<file path="src/rtl/pipelined_addsub_pkg.sv">
// Shared ALU datapath definitions: opcode encodings, default width and flag helpers.
package pipelined_addsub_pkg;

    localparam int   ALU_WIDTH  = 32;
    localparam logic ALU_OP_ADD = 1'b0;
    localparam logic ALU_OP_SUB = 1'b1;

    // Two's-complement overflow from the carries around the top bit.
    function automatic logic signed_ovf(input logic c_into_msb, input logic c_out_msb);
        return c_into_msb ^ c_out_msb;
    endfunction

endpackage

</file>
<file path="src/rtl/pipelined_addsub_segment.sv">
// One carry-chain segment: a SEG-bit ripple adder built from full_adder cells.
module full_adder (
    input  logic a,
    input  logic b,
    input  logic cin,
    output logic s,
    output logic cout
);
    assign s    = a ^ b ^ cin;
    assign cout = (a & b) | (cin & (a ^ b));
endmodule

module addsub_segment #(
    parameter int SEG = 8
) (
    input  logic [SEG-1:0] a,
    input  logic [SEG-1:0] b,
    input  logic           cin,
    output logic [SEG-1:0] sum,
    output logic           cout,
    output logic           c_msb
);
    // Each bit keeps its own carry nets so the ripple is not one self-referencing vector.
    for (genvar g = 0; g < SEG; g++) begin : g_bit
        logic ci;
        logic co;
        if (g == 0) begin : g_first
            assign ci = cin;
        end else begin : g_chain
            assign ci = g_bit[g-1].co;
        end
        full_adder u_fa (
            .a    (a[g]),
            .b    (b[g]),
            .cin  (ci),
            .s    (sum[g]),
            .cout (co)
        );
    end

    assign cout  = g_bit[SEG-1].co;
    assign c_msb = g_bit[SEG-1].ci;

endmodule

</file>
<file path="src/rtl/pipelined_addsub.sv">
// Pipelined add/subtract: carry chain split into STAGES registered segments with
// valid/ready flow control. WIDTH must be a multiple of STAGES.
module pipelined_addsub
    import pipelined_addsub_pkg::*;
#(
    parameter int WIDTH  = ALU_WIDTH,
    parameter int STAGES = 4
) (
    input  logic             clk_i,
    input  logic             rst_i,
    input  logic             in_valid,
    output logic             in_ready,
    input  logic [WIDTH-1:0] src1,
    input  logic [WIDTH-1:0] src2,
    input  logic             sub_i,
    output logic             out_valid,
    input  logic             out_ready,
    output logic [WIDTH-1:0] sum,
    output logic             cout,
    output logic             overflow,
    output logic             zero
);
    localparam int SEG = WIDTH / STAGES;

    logic [STAGES-1:0] vld_q, vld_d, ld;
    logic [STAGES:0]   adv, up_vld;

    // Per stage: acc holds finished low sum bits plus untouched high A bits; b holds B'.
    logic [WIDTH-1:0]  acc_q [STAGES];
    logic [WIDTH-1:0]  b_q   [STAGES];
    logic [STAGES-1:0] c_q;

    logic [WIDTH-1:0]  a_in  [STAGES];
    logic [WIDTH-1:0]  b_in  [STAGES];
    logic [WIDTH-1:0]  acc_d [STAGES];
    logic [STAGES-1:0] c_in;
    logic [SEG-1:0]    seg_sum [STAGES];
    logic [STAGES-1:0] seg_cout, seg_cmsb;

    logic [WIDTH-1:0]  sum_q;
    logic              cout_q, ovf_q, zero_q;

    assign up_vld = {vld_q, in_valid};

    // A slot advances when it is empty or its downstream neighbour advances.
    always_comb begin
        adv         = '0;
        vld_d       = vld_q;
        ld          = '0;
        adv[STAGES] = out_ready;
        for (int k = STAGES - 1; k >= 0; k--) begin
            adv[k] = ~vld_q[k] | adv[k+1];
        end
        for (int k = 0; k < STAGES; k++) begin
            if (adv[k]) begin
                vld_d[k] = up_vld[k];
            end
            ld[k] = adv[k] & up_vld[k];
        end
    end

    assign in_ready  = adv[0];
    assign out_valid = vld_q[STAGES-1];

    always_comb begin
        a_in[0] = src1;
        b_in[0] = (sub_i == ALU_OP_ADD) ? src2 : ~src2;
        c_in    = '0;
        c_in[0] = (sub_i == ALU_OP_SUB);
        for (int k = 1; k < STAGES; k++) begin
            a_in[k] = acc_q[k-1];
            b_in[k] = b_q[k-1];
            c_in[k] = c_q[k-1];
        end
    end

    for (genvar g = 0; g < STAGES; g++) begin : g_seg
        addsub_segment #(.SEG(SEG)) u_seg (
            .a     (a_in[g][g*SEG +: SEG]),
            .b     (b_in[g][g*SEG +: SEG]),
            .cin   (c_in[g]),
            .sum   (seg_sum[g]),
            .cout  (seg_cout[g]),
            .c_msb (seg_cmsb[g])
        );
    end

    always_comb begin
        for (int k = 0; k < STAGES; k++) begin
            acc_d[k]                = a_in[k];
            acc_d[k][k*SEG +: SEG]  = seg_sum[k];
        end
    end

    // ---- stage valid bits ----
    always_ff @(posedge clk_i or posedge rst_i) begin
        if (rst_i) begin
            vld_q <= '0;
        end else begin
            vld_q <= vld_d;
        end
    end

    // ---- stage datapath registers ----
    always_ff @(posedge clk_i) begin
        for (int k = 0; k < STAGES; k++) begin
            if (ld[k]) begin
                acc_q[k] <= acc_d[k];
                b_q[k]   <= b_in[k];
                c_q[k]   <= seg_cout[k];
            end
        end
    end

    // ---- output stage ----
    always_ff @(posedge clk_i or posedge rst_i) begin
        if (rst_i) begin
            sum_q  <= '0;
            cout_q <= 1'b0;
            ovf_q  <= 1'b0;
            zero_q <= 1'b0;
        end else if (ld[STAGES-1]) begin
            sum_q  <= acc_d[STAGES-1];
            cout_q <= seg_cout[STAGES-1];
            ovf_q  <= signed_ovf(seg_cmsb[STAGES-1], seg_cout[STAGES-1]);
            zero_q <= ~|acc_d[STAGES-1];
        end
    end

    assign sum      = sum_q;
    assign cout     = cout_q;
    assign overflow = ovf_q;
    assign zero     = zero_q;

    // Last-stage intermediates and inner-segment carries have no consumer.
    logic unused_ok;
    always_comb begin
        unused_ok = ^{acc_q[STAGES-1], b_q[STAGES-1], c_q[STAGES-1], seg_cmsb, up_vld[STAGES]};
    end

endmodule

</file>
<file path="config.mk">
export PLATFORM = sky130hd
export DESIGN_NAME = pipelined_addsub
export DESIGN_NICKNAME = d
export VERILOG_FILES = /design/src/rtl/pipelined_addsub_pkg.sv /design/src/rtl/pipelined_addsub_segment.sv /design/src/rtl/pipelined_addsub.sv
export SDC_FILE = /design/constraint.sdc
export NUM_CORES = 1
export LEC_CHECK = 0
export ABC_AREA = 1
export BUFFER_PORTS_ARGS = -buffer_cell sky130_fd_sc_hd__buf_2
export CAP_MARGIN = 15
export CORE_UTILIZATION = 60
export CTS_CLUSTER_SIZE = 12
export DETAILED_ROUTE_END_ITERATION = 7
export HOLD_SLACK_MARGIN = 0.12
export PLACE_DENSITY = 0.85
export SLEW_MARGIN = 25
export SYNTH_ARGS = -nofsm -noshare
export SYNTH_HDL_FRONTEND = slang
export SYNTH_SLANG_ARGS = --single-unit
</file>
<file path="constraint.sdc">
create_clock -name clk_i -period 11.7 [get_ports clk_i]
set_input_delay 1.17 -clock clk_i [delete_from_list [all_inputs] [get_ports clk_i]]
set_output_delay 1.17 -clock clk_i [all_outputs]
set_load 0.02 [all_outputs]
</file>
* After elaboration in Yosys (flattened, before gate mapping)
Memories as Yosys holds them, arrays and structs flattened.
Cells that the tools add are included.
** Word-level totals
- Register bits :: 42
- Bits in latches :: 0
- RAM bits :: 256
- Bits in read-only memories :: 0
- Input port bits :: 69
- Word-level logic and storage cells :: 198
- Memories kept :: 2
** Cells by class
- Add/subtract/negate cells :: 0
- Multiply operators :: 0
- Divide/modulo/power cells :: 0
- Order comparisons :: 0
- Eq/ne operators :: 0
- Shift-type cells :: 0
- Mux-type cells :: 9
- Bitwise logic cells :: 174
- Reduce and logical (&&, ||, !) cells :: 2
** Memory list
- acc_q :: words 4, bits a word 32, rd ports 3, clocked after Yosys merged registers in 0, wr ports 4, line pipelined_addsub.sv:29 : logic [WIDTH-1:0] acc_q [STAGES];
- b_q :: words 4, bits a word 32, rd ports 3, clocked after Yosys merged registers in 0, wr ports 4, line pipelined_addsub.sv:30 : logic [WIDTH-1:0] b_q [STAGES];
** Operators by type and width (count)
- AND 1 bit :: 68
- bitwise XOR 1 bit :: 65
- OR 1 bit :: 36
- 2-to-1 mux 32 bit :: 1
- inverter 32 bit :: 1
- OR reduction 32 bit :: 1
- 2-to-1 mux 1 bit :: 8
- inverter 1 bit :: 4
- zero test 1 bit :: 1

* Longest topological paths before layout
- Depth after elaboration :: 19
- Mapped depth :: 17
- Gate-level depth less buffers :: 17

* Modules after synthesis
Synthesis repeated with hierarchy kept, for this count alone.
** Unflattened totals
- Cell total of the unflattened synthesis :: 411
- Area, all modules :: 6993.0 sq um
** Modules (own cells, without submodules)
- pipelined_addsub :: instances 1, cells an instance 379, area an instance 6352.3 sq um, seq. area each 5390.2 sq um
- full_adder :: instances 32, cells an instance 1, area an instance 20.0 sq um, seq. area each 0.0 sq um

* Worst setup path before layout
OpenSTA, ideal clock, no wires.
- Kind :: input -> register
- Start point :: in sub_i
- End point :: mem acc_q[0][7] (netlist bit), data pin
- Setup time :: 0.269 ns
- Arrival time :: 4.356 ns
- Data required time :: 11.431 ns
- Slack :: 7.074 ns
- Stages on the path :: 11
- Path buffers :: 2
- Cell sequence :: buf_2 > buf_4 > xnor2_1 > fa_1 > fa_1 > fa_1 > fa_1 > fa_1 > fa_1 > inv_1 > fa_1
** RTL lines
- start: declaration :: line pipelined_addsub.sv:15 : input logic sub_i,
- end: declaration :: line pipelined_addsub.sv:29

==> summary.md <==
| Metric | Value |
|---|---|
| Power per standard cell area | 222 nW/um2 |
| DPL Wire Length | 7.33 mm |
| Pwr Total | 1.87 mW |
| Metal3 WL | slightly below 600 um |
| Die W | 112 um |
| CP max FO | 32 |
| Critical Path Source | sub_i |
| First-pass GRT wire length | 17.9 mm |
| Nets@finish | 668 |
| Initial antenna violation count | 0 |
| Worst-Margin Slew | 1000 ps |
| Clk pin slew, worst setup/hold paths | 70 ps |
| Cts bufs inserted | 17 |
| Initial drt markers | 233 |
| Slew HR | 0.331 |
| Initial core utilization | 0.627 |
| Clock sink total | roughly 190 |
| Final Wtd Congestion | around 0.81 |
| Buffers inserted by post-CTS timing repair | 0 |
| Clock skew | 7.77 ps |
| CTS tree | built |
| Seq/Total Area, Yosys | 0.740 |
| Area delta synth->final | 15.8% |
| Max layer used | met4 |
| Layout cells sized above 1 | 0.291 |
| Worst Hold Class | reg2reg |
| Clock Latency Late Sink | 420 ps |
| Hold path depth | 0 |
| Synth Instances | 452 |
| Critical Path AT | roughly 5000 ps |
| Layout fillers | approximately 710 |
| Post-Route WL | 11.2 mm |
| Mapped cell area | 7280 um2 |
| Post-CTS Hold Buffers | 0 |
| # IOs | between 100 and 150 |
| Total gr overflow | 0 |
| Peak VDD IR | 0.000112 V |
| R2R depth | 17 |
| Hold Path End | b_q[1][22] |
| Post-cts resize count | 0 |
| Synthesized area per cell | 16.1 um2 |
| Flip-flop and latch count after synthesis | 186 |
| FP Rows | 39 |
| Drt pass-1 iters | 8 |
| Routed Antenna Nets | 0 |
| DIE HEIGHT | ~110 um |
| Mapped Nets | 552 |
| Synth unique cells | 21 |
| Setup CP Type | in2reg |
| FF-to-FF End | zero |
| CP Launch Type | input port |
| Final Util | 0.726 |
| Pleak | between 3 and 4 nW |
| Vias in the first global route | roughly 3600 |
| Fmax | 208 MHz |
| Crit end category | register |
| Total number of vias | 3532 |
| Final worst path period share | 0.411 |
| Met2 WL | between 5 and 6 mm |
| Run status | finished with violations |
| Ys Warns | 0 |
| WL/cell | 15.5 um |
| Non-filler cells, final | 724 |
| Core ar. | 11600 um2 |
| Final Hold Vio Count | 0 |
| Final setup fails | 0 |
| Largest net degree at the start of global routing | a little under 60 |
| Max_cap viols | 0 |
| HP Start | b_q[0][22] |
| Clock buffer depth | 2 |
| Worst EP required | 11860 ps |
| Vias per inst | 4.88 |
| Violated checks | DRC |
| Register-to-register setup slack | 7430 ps |
| Unrepaired setup endpoints after global routing | false |
| Htree depth | 4 |
| Die area | 12600 um2 |
| DRC viols | 8 |
| Clock root cell | clkbuf_16 |
| M1 WL | between 4 and 5 mm |
| Final Critical Period | 4810 ps |
| Slew Limit Fails | 0 |
| Antenna cells | 0 |
| Post-Route Setup TNS | 0 ps |
| Tot GR Track Use | 0.196 |
| I/O Buffers | 105 |
| Reg2Reg Launch Point | acc_q[2][24] |
| Cell count after placement | 692 |
worst max-delay path: stages:
cell	delay, ps
buf_2	670
xnor2_1	210
fa_1	440
fa_1	400
fa_1	390
fa_1	410
fa_1	400
fa_1	380
inv_1	80
fa_1	410
cell type report:
class,instances,area (um2),area share
well taps,143,179,0.0212
repair buffers,108,548,0.0650
multi-input cells,186,1520,0.180
flip-flops and latches,186,5390,0.639
clock buffers,22,479,0.0568
clock inverters,10,63.8,0.00756
inverters,69,259,0.0307
metal layers:
layer | vias to the layer above | global-route usage
met4 | 0 | 0.0800
met1 | 1686 | 0.245
met3 | 17 | 0.0437
met2 | 122 | 0.336
met5 | - | 0
li1 | 1707 | -
cells by family (layout without fill, tap and decap cells):
| logic type | Yosys count | count (layout) | synth area share |
|---|---|---|---|
| adders and majority gates | 31 | 31 | 0.0852 |
| AOI/OAI and AO/OA | 21 | 21 | 0.0232 |
| muxes | 1 | 1 | 0.00137 |
| DFF | 186 | 186 | 0.740 |
| and+or+nand+nor | 100 | 100 | 0.0577 |
| xor gates and xnor gates | 33 | 33 | 0.0397 |
| buffers and inverters | 80 | 209 | 0.0529 |
cell usage in the layout, fill, tap and decap left out, drive strengths merged, types with 3 or more instances in the layout:
master,instances
buf,108
clkbuf,22
nor2,16
fa,31
o21ai,21
dfrtp,39
nand2,78
edfxtp,147
xnor2,6
nand3,3
clkinv,5
inv,74
xor2,27
power breakdown:
group	internal, mW	leakage, nW	switching (mW)
Clock	0.292	0.278	0.228
Combinational	0.138	1.45	0.269
Sequential	0.881	1.91	0.0660
Total	1.31	3.64	0.563
how the worst max path moves through the flow:
stage / end / slack, ps / cells past startpoint
6_report: acc_q[0][7] / 6890 / 10
5_1_grt: acc_q[0][7] / 6690 / 10
4_1_cts: acc_q[0][7] / 6880 / 10
3_5_place_dp: acc_q[0][7] / 6440 / 10
3_3_place_gp: acc_q[0][7] / 6550 / 10
2_1_floorplan: acc_q[0][7] / 7070 / 11
registers in the layout, indices dropped and copies added, names as in the netlist:
signal	cells
acc_q	96
b_q	48
sum	32
vld_q	4
c_q	3
cout	1
overflow	1
zero	1
per-stage QoR:
| stage | worst slack, ps | area, um2 | hold slack [ps] |
|---|---|---|---|
| 2_1_floorplan | 7070 | 7280 | 400 |
| 3_3_place_gp | 6550 | 7890 | 403 |
| 3_5_place_dp | 6440 | 7890 | 405 |
| 4_1_cts | 6880 | 8440 | 416 |
| 5_1_grt | 6690 | 8440 | 415 |
| 6_report | 6890 | 8440 | 415 |
cell usage after synthesis:
master,count,share of area
buf_6,1,0.0015
xor2_1,27,0.032
nor2_1,16,0.0082
nor3_1,1,0.00069
inv_1,69,0.036
nand3_1,3,0.0021
fa_1,31,0.085
nand2_4,1,0.0015
mux2i_1,1,0.0014
nand2_1,66,0.034
dfrtp_1,39,0.13
o21ai_1,4,0.0027
edfxtp_1,147,0.61
nand2_2,11,0.0094
o21ai_2,17,0.020
buf_8,1,0.0021
xnor2_1,6,0.0072
nand4_1,2,0.0017
buf_2,2,0.0014
buf_12,3,0.0082
buf_4,4,0.0041
No activity file was read; power rests on OpenSTA's default activity.
